[src/rtl/zoom_pkg.sv]
// Shared definitions for the zoom datapath: scan FSM state encoding and
// default coordinate widths used by the 2-D scan counter and its axis counters.
package zoom_pkg;

    localparam int LARG_W_PADRAO  = 10;
    localparam int ALT_W_PADRAO   = 10;
    localparam int PASSO_W_PADRAO = 3;

    localparam logic [1:0] EST_OCIOSO   = 2'd0;
    localparam logic [1:0] EST_VARRENDO = 2'd1;
    localparam logic [1:0] EST_FIM      = 2'd2;

    typedef enum logic [1:0] {
        OCIOSO   = EST_OCIOSO,
        VARRENDO = EST_VARRENDO,
        FIM      = EST_FIM
    } estado_t;

endpackage

[src/rtl/contador_eixo.sv]
// Single-axis step counter: advances by passo on incr and wraps to zero once the
// next step would reach or pass the limit, which it flags through ultimo.
module contador_eixo
    import zoom_pkg::*;
#(
    parameter int W  = LARG_W_PADRAO,
    parameter int PW = PASSO_W_PADRAO
)
(
    input  logic          clock,
    input  logic          reset,
    input  logic          limpar,
    input  logic          incr,
    input  logic [PW-1:0] passo,
    input  logic [W-1:0]  limite,
    output logic [W-1:0]  cont,
    output logic          ultimo
);

    localparam int SW = W + 1;

    logic [W-1:0] cont_q;
    logic [W-1:0] cont_d;
    logic [W:0]   soma;

    // One extra bit keeps cont + passo from wrapping near the top of the range.
    always_comb begin
        soma   = {1'b0, cont_q} + SW'(passo);
        ultimo = (soma >= {1'b0, limite});
        cont_d = cont_q;
        if (limpar) begin
            cont_d = '0;
        end else if (incr) begin
            cont_d = ultimo ? '0 : soma[W-1:0];
        end
    end

    always_ff @(posedge clock) begin
        if (reset) begin
            cont_q <= '0;
        end else begin
            cont_q <= cont_d;
        end
    end

    assign cont = cont_q;

endmodule

[src/rtl/contador_varredura_2d.sv]
// 2-D raster scan counter: latches frame geometry on iniciar, walks (cont_x, cont_y)
// with a programmable step, stalls on enable=0 and aborts on config_mudou.
module contador_varredura_2d
    import zoom_pkg::*;
#(
    parameter int LARG_W  = LARG_W_PADRAO,
    parameter int ALT_W   = ALT_W_PADRAO,
    parameter int PASSO_W = PASSO_W_PADRAO
)
(
    input  logic               clock,
    input  logic               reset,
    input  logic               config_mudou,
    input  logic               iniciar,
    input  logic               enable,
    input  logic [LARG_W-1:0]  largura_max,
    input  logic [ALT_W-1:0]   altura_max,
    input  logic [PASSO_W-1:0] passo,
    output logic [LARG_W-1:0]  cont_x,
    output logic [ALT_W-1:0]   cont_y,
    output logic               ativo,
    output logic               fim_linha,
    output logic               fim_quadro,
    output logic               done
);

    estado_t              estado_q,    estado_d;
    logic [LARG_W-1:0]    larg_lat_q,  larg_lat_d;
    logic [ALT_W-1:0]     alt_lat_q,   alt_lat_d;
    logic [PASSO_W-1:0]   passo_lat_q, passo_lat_d;
    logic                 ativo_q,     ativo_d;
    logic                 done_q,      done_d;

    logic                 x_ultimo;
    logic                 y_ultimo;
    logic                 geom_nula;
    logic                 partida;
    logic                 avanca;

    assign geom_nula = (largura_max == '0) || (altura_max == '0) || (passo == '0);
    assign partida   = (estado_q == OCIOSO) && iniciar && !config_mudou;
    assign avanca    = ativo_q && enable;

    // config_mudou overrides every state, including a start on the same cycle.
    always_comb begin
        estado_d    = estado_q;
        larg_lat_d  = larg_lat_q;
        alt_lat_d   = alt_lat_q;
        passo_lat_d = passo_lat_q;
        done_d      = 1'b0;
        if (config_mudou) begin
            estado_d    = OCIOSO;
            larg_lat_d  = '0;
            alt_lat_d   = '0;
            passo_lat_d = '0;
        end else begin
            case (estado_q)
                OCIOSO: begin
                    if (iniciar) begin
                        larg_lat_d  = largura_max;
                        alt_lat_d   = altura_max;
                        passo_lat_d = passo;
                        estado_d    = geom_nula ? FIM : VARRENDO;
                    end
                end
                VARRENDO: begin
                    if (enable && fim_quadro) begin
                        estado_d = FIM;
                    end
                end
                FIM: begin
                    estado_d = OCIOSO;
                    done_d   = 1'b1;
                end
                default: begin
                    estado_d = OCIOSO;
                end
            endcase
        end
        ativo_d = (estado_d == VARRENDO);
    end

    always_ff @(posedge clock) begin
        if (reset) begin
            estado_q    <= OCIOSO;
            larg_lat_q  <= '0;
            alt_lat_q   <= '0;
            passo_lat_q <= '0;
            ativo_q     <= 1'b0;
            done_q      <= 1'b0;
        end else begin
            estado_q    <= estado_d;
            larg_lat_q  <= larg_lat_d;
            alt_lat_q   <= alt_lat_d;
            passo_lat_q <= passo_lat_d;
            ativo_q     <= ativo_d;
            done_q      <= done_d;
        end
    end

    // The x axis wraps on its own last column; y only moves when x wraps.
    contador_eixo #(
        .W  (LARG_W),
        .PW (PASSO_W)
    ) u_eixo_x (
        .clock  (clock),
        .reset  (reset),
        .limpar (config_mudou || partida),
        .incr   (avanca),
        .passo  (passo_lat_q),
        .limite (larg_lat_q),
        .cont   (cont_x),
        .ultimo (x_ultimo)
    );

    contador_eixo #(
        .W  (ALT_W),
        .PW (PASSO_W)
    ) u_eixo_y (
        .clock  (clock),
        .reset  (reset),
        .limpar (config_mudou || partida),
        .incr   (avanca && x_ultimo),
        .passo  (passo_lat_q),
        .limite (alt_lat_q),
        .cont   (cont_y),
        .ultimo (y_ultimo)
    );

    assign ativo      = ativo_q;
    assign done       = done_q;
    assign fim_linha  = ativo_q && x_ultimo;
    assign fim_quadro = fim_linha && y_ultimo;

endmodule
[config.mk]
export PLATFORM = sky130hd
export DESIGN_NAME = contador_varredura_2d
export DESIGN_NICKNAME = d
export VERILOG_FILES = /design/src/rtl/zoom_pkg.sv /design/src/rtl/contador_eixo.sv /design/src/rtl/contador_varredura_2d.sv
export SDC_FILE = /design/constraint.sdc
export NUM_CORES = 1
export LEC_CHECK = 0
export CORE_UTILIZATION = 56
export CTS_CLUSTER_SIZE = 25
export DETAILED_ROUTE_END_ITERATION = 12
export HOLD_SLACK_MARGIN = 0.05
export PLACE_DENSITY = 0.85
export SYNTH_ARGS = -nofsm -noshare
export SYNTH_HDL_FRONTEND = slang
export SYNTH_HIERARCHICAL = 1
export SYNTH_SLANG_ARGS = --single-unit
[constraint.sdc]
create_clock -name clock -period 7.19 [get_ports clock]
set_input_delay 0.719 -clock clock [delete_from_list [all_inputs] [get_ports clock]]
set_output_delay 0.719 -clock clock [all_outputs]
set_load 0.005 [all_outputs]
==> summary.txt, run 1 <==
IR drop worst, VDD: 0.0000747 V
GRT overflow: 0
residual DRC count: 0
Final HPWL DP: 4.90 mm
Reg clk slew, reported paths: 90 ps
clock root cell: clkbuf_8
die area: 5280 µm²
initial drt markers: 129
Die Ht: 72.7 µm
wire per inst: 14.0 µm
crit path DAT: 3640 ps
CTS tree: yes
critical path required time: 6470 ps
largest net degree at the start of global routing: 28
CP max-delay cell: fa_1
sequential power share: 55.2%
FILL cells: 387
Sw Pwr: 0.123 mW
RSZ-0062 raised after global routing: no
Synth async-reset ratio: 0%
Final Cycle Share: 60.6%
diode count: 0
WP buf/inv: 2
first-pass GRT wire length: 10.2 mm
number of flops mapped to enable cells by yosys: 0
WHS Path Cells: 2
Crit Reg-Reg Endpoint: u_eixo_y/cont[9]
Yosys cell types: 49
Syn-to-layout area delta: 22.9%
R2R depth: 15
Lkg Pwr: 1.36 nW
gr usage total: 25.2%
PwrDens: 141 nW/µm²
run status: finished clean
clk_lat worst skew: 300 ps
most frequent CP cell: ha_1
IO Port Bufs: 51
crit path time final: 4360 ps
clock sinks: 47
reg-to-reg startpoint: passo_lat_q[0]
initial antenna violation count: 0
clk buf depth: 2
post_cts resized: 0
critical path class: flop to primary output
fmax: 229 MHz
Vias/cell: 5.50
R2R Setup Slk: 3100 ps
final setup vio count: 0
CP top delay family: adder cells
Main synth FF type: dfxtp_1
max-capacitance violation count: 0
Post-Route WL: 6.26 mm
# hold bufs at CTS: 0
fin util: 72.3%
#FFs+latches synth: 47
vias: 2454
Fin. Hold Viols: 0
Initial Util: 58.8%
worst slew pin tran: 1030 ps
Slew headroom: 31.1%
share of layout cells above drive strength 1: 6.60%
post-synthesis sequential area ratio: 33.6%
Synth Instances: 328
Site Rows: 25
Worst Hold Slack: 458 ps
H-tree lvl count: 2
fin. max-slew vios: 0
Die W: 72.7 µm
beginning of the worst hold path: larg_lat_q[7]
Setup TNS: 0 ps
part of the power in the clock network: 31.5%
I/O pin count: 52
synthesized area per cell: 8.53 µm²
Logic pwr share: 13.3%
fin nets: 434
CP Launch Type: flop
Worst Hold Class: flop to flop
crit path cell chain: ha_1 > inv_1 > fa_1 > nor2b_4 > o2111ai_4 > nor2_1 > xor2_1 > ha_1 > a21o_1 > a21oi_1 > o21a_1 > o21ai_0 > and3_1 > clkdlybuf4s50_1
max incr delay on CP: 440 ps
post-route ant nets: 0
Syn Nets: 384
clock buffer count from CTS: 5
Placer Congestion: 0.892
router iterations before antenna repair: 4
Worst Hold Endpoint: larg_lat_q[7]
core footprint: 4750 µm²
Critical Path End Type: primary output
Worst Skew: 6.45 ps
Critical Path Fanout Max: 6
Post-CTS Setup Bufs: 0
Cell Area, Synth: 2800 µm²
vias in the first global route: 2249
sw frac: 25.4%
Synth Warn #: 6
internal power: 0.362 mW
how the worst max path moves through the flow:
stage | start | endpoint | cells after the start
final | passo_lat_q[0] | fim_quadro | 14
after CTS | passo_lat_q[0] | fim_quadro | 14
after floorplan | u_eixo_y/cont[0] | fim_quadro | 13
after global placement | passo_lat_q[0] | fim_quadro | 14
after detailed placement | passo_lat_q[0] | fim_quadro | 14
after global routing | u_eixo_y/cont[0] | fim_quadro | 14
routing by layer:
layer  vias up  routed length (µm)  GRT usage [%]
met5         -                   0              0
met4         0                  61           7.19
met1      1145                2880           33.6
li1       1231                   -              -
met2        71                2940           41.3
met3         7                 375           5.39
worst reg2reg max path, cell delays in order, from the launching register on:
cell and delay [ps]:
dfxtp_1 370, ha_1 190, inv_1 60, fa_1 440, nor2b_4 170, o2111ai_4 160
nor2_1 200, xor2_1 190, ha_1 270, a21o_1 160, a21oi_1 140, o21a_1 190
o21ai_0 150, and3_1 250, nor3_1 840, a22o_1 270
power by group through the flow:
stage               clock [mW]  combinational [mW]  sequential, mW
floorplan                    0              0.0369           0.273
global placement             0              0.0629           0.274
detailed placement           0              0.0643           0.274
CTS                      0.157              0.0646           0.268
global route             0.170              0.0721           0.269
finish                   0.153              0.0648           0.268
cell families after synthesis:
kind of cell / synth area share, %
compound gates: 21.7
flops: 33.6
simple gates: 20.9
fa+ha+maj: 13.1
xor+xnor: 5.01
buf+inv: 5.73
per-stage QoR:
| step | instances | instance area (µm²) | power (mW) | setup slack, ps |
|---|---|---|---|---|
| after detailed placement | 438 | 3350 | 0.339 | 3170 |
| final | 446 | 3440 | 0.486 | 2830 |
| after CTS | 446 | 3440 | 0.489 | 2830 |
| after global routing | 446 | 3440 | 0.511 | 2600 |
| after global placement | 438 | 3350 | 0.337 | 3280 |
| after floorplan | 328 | 2800 | 0.310 | 3800 |
cell usage in the layout (no fill, tap or decap), types with 2 or more instances in the layout:
master and count:
clkbuf_1 2, clkbuf_8 5, nor2_1 11, nor2b_1 2, xor2_1 4, and3_1 3
nand3_1 5, a21oi_1 35, a21o_1 4, inv_1 31, xnor2_1 12, and2_1 4
ha_1 26, clkdlybuf4s50_1 51, o21ai_1 2, nand2_1 63, nor2b_4 2, or2_2 2
a22o_1 16, a211oi_1 2, nand2b_1 3, nor3_1 5, o32ai_1 2, or3_1 2
dfxtp_1 47, fa_1 2, o21ai_0 9, nor4_1 3, o211ai_4 2
synth_stat cells, types with 5 or more instances:
master / instances / area (µm²)
nand2_1: 63 / 236
dfxtp_1: 47 / 941
a21oi_1: 35 / 175
inv_1: 31 / 116
ha_1: 26 / 325
a22o_1: 16 / 140
xnor2_1: 12 / 105
nor2_1: 11 / 41.3
o21ai_0: 9 / 45.0
clkbuf_1: 6 / 22.5
nand3_1: 5 / 25.0
nor3_1: 5 / 25.0
sequential cells by signal (all words and copies together), names as in the netlist:
register,cells
alt_lat_q,10
ativo,1
done,1
estado_q,2
larg_lat_q,10
passo_lat_q,3
u_eixo_x/cont,10
u_eixo_y/cont,10
final cells by class:
class	instances	area [µm²]	share of cell area, %
clock buffer	7	76.3	2.22
multi-input combinational	241	1700	49.3
timing repair buffer	52	518	15.1
sequential	47	941	27.4
inverter	31	116	3.39
tap	67	83.8	2.44
clock inverter	1	5.00	0.146
Note: power is estimated with default switching activity, not from simulation.
==> run 2, diff against run 1 <==
CORE_UTILIZATION = 47   (was 56)
PLACE_DENSITY = 0.76   (was 0.85)
clock period = 3.9 ns   (was 7.19 ns; I/O delays follow)
==> summary.txt, run 2 (synthesized netlist as in run 1, its figures left out) <==
run status: finished clean
H-tree lvl count: 2
Final HPWL DP: 4.96 mm
Setup TNS: 0 ps
Final Worst Setup Slack: 377 ps
initial drt markers: 141
WP buf/inv: 2
CP Launch Type: flop
Vias/cell: 5.29
GRT overflow: 0
post-route ant nets: 0
commonest non-fill, non-tap cell in the layout: nand2_1
area post-placement: 3380 µm²
Final Power: 0.922 mW
clock sinks: 47
most frequent cells in the layout: nand2_1 (63), clkdlybuf4s50_1 (49), dfxtp_1 (44)
residual DRC count: 0
IR drop worst, VDD: 0.000209 V
IO Port Bufs: 51
Fin. Hold Viols: 0
core footprint: 5610 µm²
Reg clk slew, reported paths: 90 ps
largest net degree at the start of global routing: 28
die area: 6260 µm²
vias in the first global route: 2207
crit path DAT: 3130 ps
clk_lat worst skew: 300 ps
RSZ-0062 raised after global routing: no
Die W: 79.1 µm
I/O pin count: 52
first-pass GRT wire length: 10.4 mm
Syn-to-layout area delta: 26.7%
fin. max-slew vios: 0
clock root cell: clkbuf_8
final setup vio count: 0
final non-filler cell area: 3540 µm²
Site Rows: 27
critical path required time: 3510 ps
Lkg Pwr: 1.45 nW
Slew headroom: 42.0%
Critical Path End Type: primary output
Die Ht: 79.1 µm
crit path cell chain: ha_2 > inv_1 > fa_2 > nor2b_4 > o2111ai_4 > nor2_2 > xor2_1 > ha_1 > a21o_1 > a21oi_1 > o21a_1 > o21ai_2 > and3_1 > dlymetal6s2s_1
max-capacitance violation count: 0
router iterations before antenna repair: 4
Post-Route WL: 6.41 mm
wire per inst: 14.0 µm
clk buf depth: 2
CTS tree: yes
vias: 2422
critical path class: flop to primary output
CP top delay family: adder cells
fin nets: 442
fmax: 284 MHz
Worst Hold Class: flop to flop
clock buffer count from CTS: 5
gr usage total: 21.4%
crit path time final: 3520 ps
Placer Congestion: 0.901
share of layout cells above drive strength 1: 11.7%
CP max-delay cell: fa_2
Critical Path Fanout Max: 6
max incr delay on CP: 390 ps
Worst Skew: 8.15 ps
Final Cycle Share: 90.3%
Initial Util: 49.9%
dpl ws: 212 ps
initial antenna violation count: 0
diode count: 0
PwrDens: 260 nW/µm²
worst slew pin tran: 863 ps
-- run 2: changes by cell type in the layout (fill, tap and decap cells not counted), sizes merged --
cell and delta:
buf +8, clkbuf -1, clkdlybuf4s50 -2, dlymetal6s2s +2
-- run 2: worst paths after layout --
path             startpoint           end  slack, ps  depth (start not counted)
min            alt_lat_q[7]  alt_lat_q[7]        460                          2
min reg2reg    alt_lat_q[7]  alt_lat_q[7]        460                          2
max reg2reg  passo_lat_q[0]         ativo        490                         16
max          passo_lat_q[0]    fim_quadro        380                         14
-- run 2: per-stage QoR --
stage | cells | hold slack (ps) | utilization [%]
6_report | 458 | 457 | 63.2
5_1_grt | 458 | 475 | 63.2
4_1_cts | 453 | 458 | 62.0
3_5_place_dp | 445 | 447 | 60.2
3_3_place_gp | 445 | 443 | 60.2
2_1_floorplan | 328 | 435 | -
-- run 2: final cells by class --
type                            instances  area [µm²]
Multi-Input combinational cell        241        1720
Clock buffer                            6        82.6
Sequential cell                        47         945
Inverter                               31         116
Fill cell                             499        2070
Tap cell                               72        90.1
Clock inverter                          1        5.00
Timing Repair Buffer                   60         583
-- run 2: metal layers --
| metal | part of all wire (%) | global-route usage (%) | routed length, µm |
|---|---|---|---|
| met3 | 3.8 | 3.68 | 243 |
| met1 | 49 | 29.2 | 3130 |
| met5 | 0 | 0 | 0 |
| met2 | 46 | 34.5 | 2970 |
| met4 | 1.1 | 6.00 | 70 |
-- run 2: tightest hold or removal path, stage by stage, from the launching register on --
cell,delay [ps]
dfxtp_1,310
nand2_1,50
a21oi_1,50
-- run 2: report_power, final --
part	switching, mW	internal (mW)	total, mW
clock	0.162	0.139	0.301
sequential	0.00575	0.488	0.494
combinational	0.0686	0.0578	0.126
total	0.236	0.686	0.922
-- run 2: timing repair --
item	in CTS	in global routing
gates resized for setup	4	11
hold buffers	0	0
pin swaps	2	6
buffers inserted	1	5
endpoints found under the setup margin	2	2
==> RTL edit 1, RTL diff (config.mk and constraints of run 2) <==
Set the package constant `PASSO_W_PADRAO` to 6 (it was 3).
--- a/src/rtl/zoom_pkg.sv
+++ b/src/rtl/zoom_pkg.sv
@@ -5,5 +5,5 @@
     localparam int LARG_W_PADRAO  = 10;
     localparam int ALT_W_PADRAO   = 10;
-    localparam int PASSO_W_PADRAO = 3;
+    localparam int PASSO_W_PADRAO = 6;
 
     localparam logic [1:0] EST_OCIOSO   = 2'd0;
Interface: changed (resized passo); port bits go from 52 to 55. The function was not compared with the original's and may differ.
==> RTL edit 1 against run 2 <==
Setup slack lost 0.26 ns; sequential power grew 6.9%; critical path depth grew 3; sequential cell count grew 3; non-clock buffer count grew 10; count of clock-buffer cells in the layout is the same; design area grew 15%; area after synthesis grew 12%; wire length grew 23%; total power grew 18%; clock power grew 24%; final cell count grew 12%; critical path type unchanged.
==> RTL edit 1: results (changes against run 2) <==
Layout
  – Fraction of layout instances using a drive strength above 1: 13.8% (+2.1 points)
  – Fraction of area in multi-input gates: 50.9% (+2.4 points)
  – Proportion of cell area spent on the clock network: 2.77% (+0.30 points)
  – Multi-Input Combinational: 277 (+15%)
  – Data-path buffer share of cell area in the final layout: 16.3% (-0.18 points)
  – Fillcell total: 544 (+9.0%)

GRT
  – Number of global-route vias before repair: 2654 (+20%)
  – Met2 track demand over resource: 35.3% (+0.77 points)
  – Global-route total usage across every layer: 22.3% (+0.92 points)
  – Wire length of the first global-routing pass: 12.6 mm (+21%)
  – Largest net degree at the start of global routing: 29 (+3.6%)
  – Global-route track usage on met1: 31.6% (+2.4 points)

Run status
  – Status: completed

Logic synthesis
  – Post-synth net total: 436 (+14%)
  – Adder and majority gate portion of the synthesized area: 14.0% (+0.95 points)
  – Largest cells by area after synthesis: sky130_fd_sc_hd__dfxtp_1 (32%), sky130_fd_sc_hd__ha_1 (13%), sky130_fd_sc_hd__nand2_1 (7.2%)
  – Synth Area in Compound Gates: 23.0% (+1.3 points)
  – Share of the synthesized netlist area taken by xor and xnor gates: 3.62% (-1.4 points)
  – Share of the synthesized area in the top cell type: 31.8% (-1.8 points)
  – Most numerous cell types in the synthesized netlist: sky130_fd_sc_hd__nand2_1 (60), sky130_fd_sc_hd__dfxtp_1 (50), sky130_fd_sc_hd__a21oi_1 (43)

Power and ir drop
  – Leakage power: 1.59 nW (+10%)
  – Combinational Power Share: 17.0% (+3.3 points)

Route
  – Number of DRC markers after the initial detailed-route iteration: 211 (+50%)
  – Count of vias placed by the detailed router: 2896 (+20%)
  – DR pass1 iterations: 5 (+1)
  – DR WL/cell: 15.3 um (+9.6%)

Critical path
  – CP Data Arrival Time: 3.40 ns (+0.27 ns)
  – Maximum fanout along the worst path: 3 (-3)
  – Largest delay share family, worst path: compound AO/OA/AOI/OAI gates

Placed design
  – Total half-perimeter wirelength after legalization and detailed placement: 5.65 mm (+14%)
  – Weighted congestion reported at the end of routability-driven placement: 0.888 (-1.5%)
  – Input/output buffers: 54 (+5.9%)

Timing
  – Clock skew after layout: 0.0110 ns (+0.00287 ns)
  – Slew at the pin closest to its max-slew limit: 0.977 ns (+0.114 ns)
==> RTL edit 1: cell count changes after synthesis, sizes merged, moves of 4 or more <==
cell    delta
nand2b     +8
ha         +6
a21oi      +8
nand3      +5
o21a       +4
a22o       -8
o31ai      +4
==> RTL edit 1: what timing repair did <==
| action | in CTS | in global routing |
|---|---|---|
| endpoints found under the setup margin | 2 | 11 |
| buffers inserted | 1 | 8 |
| pin swaps | 3 | 15 |
| resized for setup | 16 | 13 |
| hold buffers | 0 | 0 |
==> RTL edit 1: worst paths after layout <==
path | start | endpoint | slack, ns | depth (start not counted)
worst max-delay path | passo_lat_q[0] | fim_quadro | 0.11 | 17
worst min-delay path | larg_lat_q[4] | larg_lat_q[4] | 0.46 | 2
worst max register to register | passo_lat_q[2] | u_eixo_y/cont[0] | 0.14 | 16
worst min register to register | larg_lat_q[4] | larg_lat_q[4] | 0.46 | 2
==> RTL edit 1: kinds of logic after synthesis <==
logic type | after synthesis
flip-flops | 50
buffers and inverters | 44
adder cells (fa/ha/maj) | 34
AO/OA/AOI/OAI | 99
XOR/XNOR | 13
AND/OR/NAND/NOR | 131
==> RTL edit 1: metrics by stage <==
step | instances | setup WS, ns | total power, mW | hold slack (ns) | cell area, um2
floorplan | 371 | 0.228 | 0.635 | 0.435 | 3140
detailed placement | 497 | 0.0582 | 0.705 | 0.449 | 3780
global placement | 497 | 0.107 | 0.701 | 0.444 | 3780
CTS | 505 | -0.0410 | 1.08 | 0.461 | 3960
finish | 513 | 0.114 | 1.09 | 0.457 | 4070
global route | 513 | -0.0327 | 1.14 | 0.488 | 4070
==> RTL edit 1: routing by layer <==
layer / vias to the layer above / wire length, um
li1: 1425 / -
met1: 1353 / 3670
met2: 108 / 3680
met3: 10 / 425
met4: 0 / 102
met5: - / 0
==> RTL edit 2, RTL diff (config.mk and constraints of run 2) <==
Without the edit above. Add an input register stage for `config_mudou`, `iniciar`, `enable`, `largura_max`, `altura_max` and `passo`; this delays them by one clock. Comments in the files are not updated.
--- a/src/rtl/contador_varredura_2d.sv
+++ b/src/rtl/contador_varredura_2d.sv
@@ -25,4 +25,20 @@
 );
 
+    logic config_mudou_q;
+    logic iniciar_q;
+    logic enable_q;
+    logic [LARG_W-1:0] largura_max_q;
+    logic [ALT_W-1:0] altura_max_q;
+    logic [PASSO_W-1:0] passo_q;
+
+    always_ff @(posedge clock) begin
+        config_mudou_q <= config_mudou;
+        iniciar_q      <= iniciar;
+        enable_q       <= enable;
+        largura_max_q  <= largura_max;
+        altura_max_q   <= altura_max;
+        passo_q        <= passo;
+    end
+
     estado_t              estado_q,    estado_d;
     logic [LARG_W-1:0]    larg_lat_q,  larg_lat_d;
@@ -38,7 +54,7 @@
     logic                 avanca;
 
-    assign geom_nula = (largura_max == '0) || (altura_max == '0) || (passo == '0);
-    assign partida   = (estado_q == OCIOSO) && iniciar && !config_mudou;
-    assign avanca    = ativo_q && enable;
+    assign geom_nula = (largura_max_q == '0) || (altura_max_q == '0) || (passo_q == '0);
+    assign partida   = (estado_q == OCIOSO) && iniciar_q && !config_mudou_q;
+    assign avanca    = ativo_q && enable_q;
 
     // config_mudou overrides every state, including a start on the same cycle.
@@ -49,5 +65,5 @@
         passo_lat_d = passo_lat_q;
         done_d      = 1'b0;
-        if (config_mudou) begin
+        if (config_mudou_q) begin
             estado_d    = OCIOSO;
             larg_lat_d  = '0;
@@ -57,13 +73,13 @@
             case (estado_q)
                 OCIOSO: begin
-                    if (iniciar) begin
-                        larg_lat_d  = largura_max;
-                        alt_lat_d   = altura_max;
-                        passo_lat_d = passo;
+                    if (iniciar_q) begin
+                        larg_lat_d  = largura_max_q;
+                        alt_lat_d   = altura_max_q;
+                        passo_lat_d = passo_q;
                         estado_d    = geom_nula ? FIM : VARRENDO;
                     end
                 end
                 VARRENDO: begin
-                    if (enable && fim_quadro) begin
+                    if (enable_q && fim_quadro) begin
                         estado_d = FIM;
                     end
@@ -106,5 +122,5 @@
         .clock  (clock),
         .reset  (reset),
-        .limpar (config_mudou || partida),
+        .limpar (config_mudou_q || partida),
         .incr   (avanca),
         .passo  (passo_lat_q),
@@ -120,5 +136,5 @@
         .clock  (clock),
         .reset  (reset),
-        .limpar (config_mudou || partida),
+        .limpar (config_mudou_q || partida),
         .incr   (avanca && x_ultimo),
         .passo  (passo_lat_q),
Function: changed (Yosys sat finds a counterexample within 4 cycles, from zero or initial values and one cycle with reset high).
==> RTL edit 2 against run 2 <==
Sequential cell count grew 26; clock skew grew 0.0030 ns; wire length grew 8.3%; setup slack lost 0.30 ns; critical path depth is the same; synthesized cell count grew 7.9%; area after synthesis grew 19%; total power grew 55%; register-to-register slack lost 0.02 ns; non-clock buffer count grew 2; design area grew 19%; via count grew 10%; global-route usage shrank 2.2 points; final cell count grew 13%; critical path type unchanged; critical endpoint is now fim_linha; largest cell class unchanged; highest routed layer unchanged.
==> RTL edit 2: results (changes against run 2) <==
Logic synthesis
  – Register area share after synthesis: 44.1% (+10 points)
  – Largest cells by area after synthesis: sky130_fd_sc_hd__dfxtp_1 (44%), sky130_fd_sc_hd__ha_1 (9.8%), sky130_fd_sc_hd__nand2_1 (7.1%)
  – Most numerous cell types in the synthesized netlist: sky130_fd_sc_hd__dfxtp_1 (73), sky130_fd_sc_hd__nand2_1 (63), sky130_fd_sc_hd__a21oi_1 (35)
  – Average instance area after synthesis: 9.37 um2 (+9.9%)
  – Post-synth net total: 410 (+6.8%)

Run status
  – Status: completed

Placed design
  – Weighted congestion reported at the end of routability-driven placement: 0.853 (-5.3%)
  – Number of instances in the placed design: 495 (+11%)
  – Total half-perimeter wirelength after legalization and detailed placement: 4.93 mm (-0.62%)
  – Post-placement cell area: 0.00393 mm2 (+16%)

Critical path
  – Capture point of the worst path: fim_linha
  – Max stage delay on crit path: 0.43 ns (+0.04 ns)
  – Maximum fanout along the worst path: 4 (-2)
  – Largest delay share family, worst path: adder cells
  – Capture point of the worst reg-to-reg path: estado_q[0]
  – CP Data Arrival Time: 3.43 ns (+0.30 ns)
  – Worst reg-to-reg setup slack: 0.47 ns (-0.02 ns)
  – Master of the slowest instance on the critical path: sky130_fd_sc_hd__clkdlybuf4s50_1
  – Worst R2R Start: u_eixo_x/cont[0]

Route
  – DR WL/cell: 13.4 um (-4.5%)
  – Count of vias placed by the detailed router: 2663 (+10%)
  – Number of DRC markers after the initial detailed-route iteration: 208 (+48%)

Power and ir drop
  – Leakage power: 1.70 nW (+18%)

Layout
  – Fraction of layout instances using a drive strength above 1: 14.2% (+2.5 points)
  – Number of non-filler instances in the completed layout: 519 (+13%)
  – Layout net count: 474 (+7.2%)
  – Fillcell total: 545 (+9.2%)

GRT
  – Wire length of the first global-routing pass: 11.1 mm (+6.1%)
  – Number of global-route vias before repair: 2394 (+8.5%)
  – Global-route track usage on met3: 3.18% (-0.50 points)
  – Global-route track usage on met1: 26.6% (-2.6 points)
  – Met2 track demand over resource: 29.7% (-4.8 points)
  – Global-route total usage across every layer: 19.2% (-2.2 points)

Timing
  – Worst relative slew slack: 31.5% (-11 points)
  – Clock skew after layout: 0.0112 ns (+0.00303 ns)

Clock network
  – Maximum level of the CTS H-tree: 3 (+1)
  – CTS buffer count: 9 (+4)
  – Worst-skew pair later-pin latency: 0.35 ns (+0.05 ns)

Min path
  – Kind of path behind the tightest hold check: reg -> reg
RTL edit 2: layer usage:
| layer | vias to the layer above | share of wire, % |
|---|---|---|
| met5 | - | 0 |
| met4 | 0 | 1.6 |
| met3 | 12 | 5.0 |
| met2 | 90 | 45 |
| met1 | 1222 | 48 |
| li1 | 1339 | - |
RTL edit 2: worst min path at each step:
stage,slack [ns],from,end,depth (start not counted)
after floorplan,0.42,altura_max[0],altura_max_q[0],0
after global placement,0.44,altura_max_q[2],alt_lat_q[2],2
after detailed placement,0.45,altura_max_q[2],alt_lat_q[2],2
after CTS,0.46,altura_max_q[2],alt_lat_q[2],2
after global routing,0.47,alt_lat_q[8],alt_lat_q[8],2
final,0.45,largura_max_q[7],larg_lat_q[7],2
RTL edit 2: area by class of cell:
cell class / count / area [um2] / share of cell area (%)
Multi-Input combinational cell: 241 / 1750 / 41.4
Timing Repair Buffer: 62 / 596 / 14.1
Tap cell: 96 / 120 / 2.85
Sequential cell: 73 / 1470 / 34.7
Clock inverter: 4 / 28.8 / 0.682
Inverter: 31 / 116 / 2.76
Clock buffer: 12 / 145 / 3.44
RTL edit 2: power breakdown:
part	total, mW	internal [mW]	switching, mW
Sequential	0.782	0.769	0.0137
Clock	0.529	0.249	0.280
Combinational	0.122	0.0579	0.0640
Total	1.43	1.08	0.358
RTL edit 2: logic make-up after synthesis:
kind of cell             Yosys count  share of synthesized area [%]
AND/OR/NAND/NOR                  115                           17.6
AO/OA/AOI/OAI                     82                           18.3
flip-flops                        73                           44.1
buffers and inverters             40                           4.83
adder cells (fa/ha/maj)           28                           11.0
XOR/XNOR                          16                           4.22
RTL edit 2: per-stage QoR:
stage / hold slack (ns) / power [mW] / worst slack [ns] / TNS, ns / utilization (%)
after floorplan: 0.418 / 0.864 / 0.533 / 0 / -
after global placement: 0.437 / 0.910 / 0.296 / 0 / 57.8
after detailed placement: 0.446 / 0.914 / 0.215 / 0 / 57.8
after CTS: 0.456 / 1.44 / 0.00278 / 0 / 60.7
after global routing: 0.472 / 1.50 / -0.0549 / -0.0549 / 62.1
final: 0.449 / 1.43 / 0.0791 / 0 / 62.1
RTL edit 2: repair_timing:
| item | CTS | global route |
|---|---|---|
| endpoints found under the setup margin | 2 | 2 |
| pin swaps | 1 | 10 |
| buffers inserted | 1 | 7 |
| resized for setup | 7 | 15 |
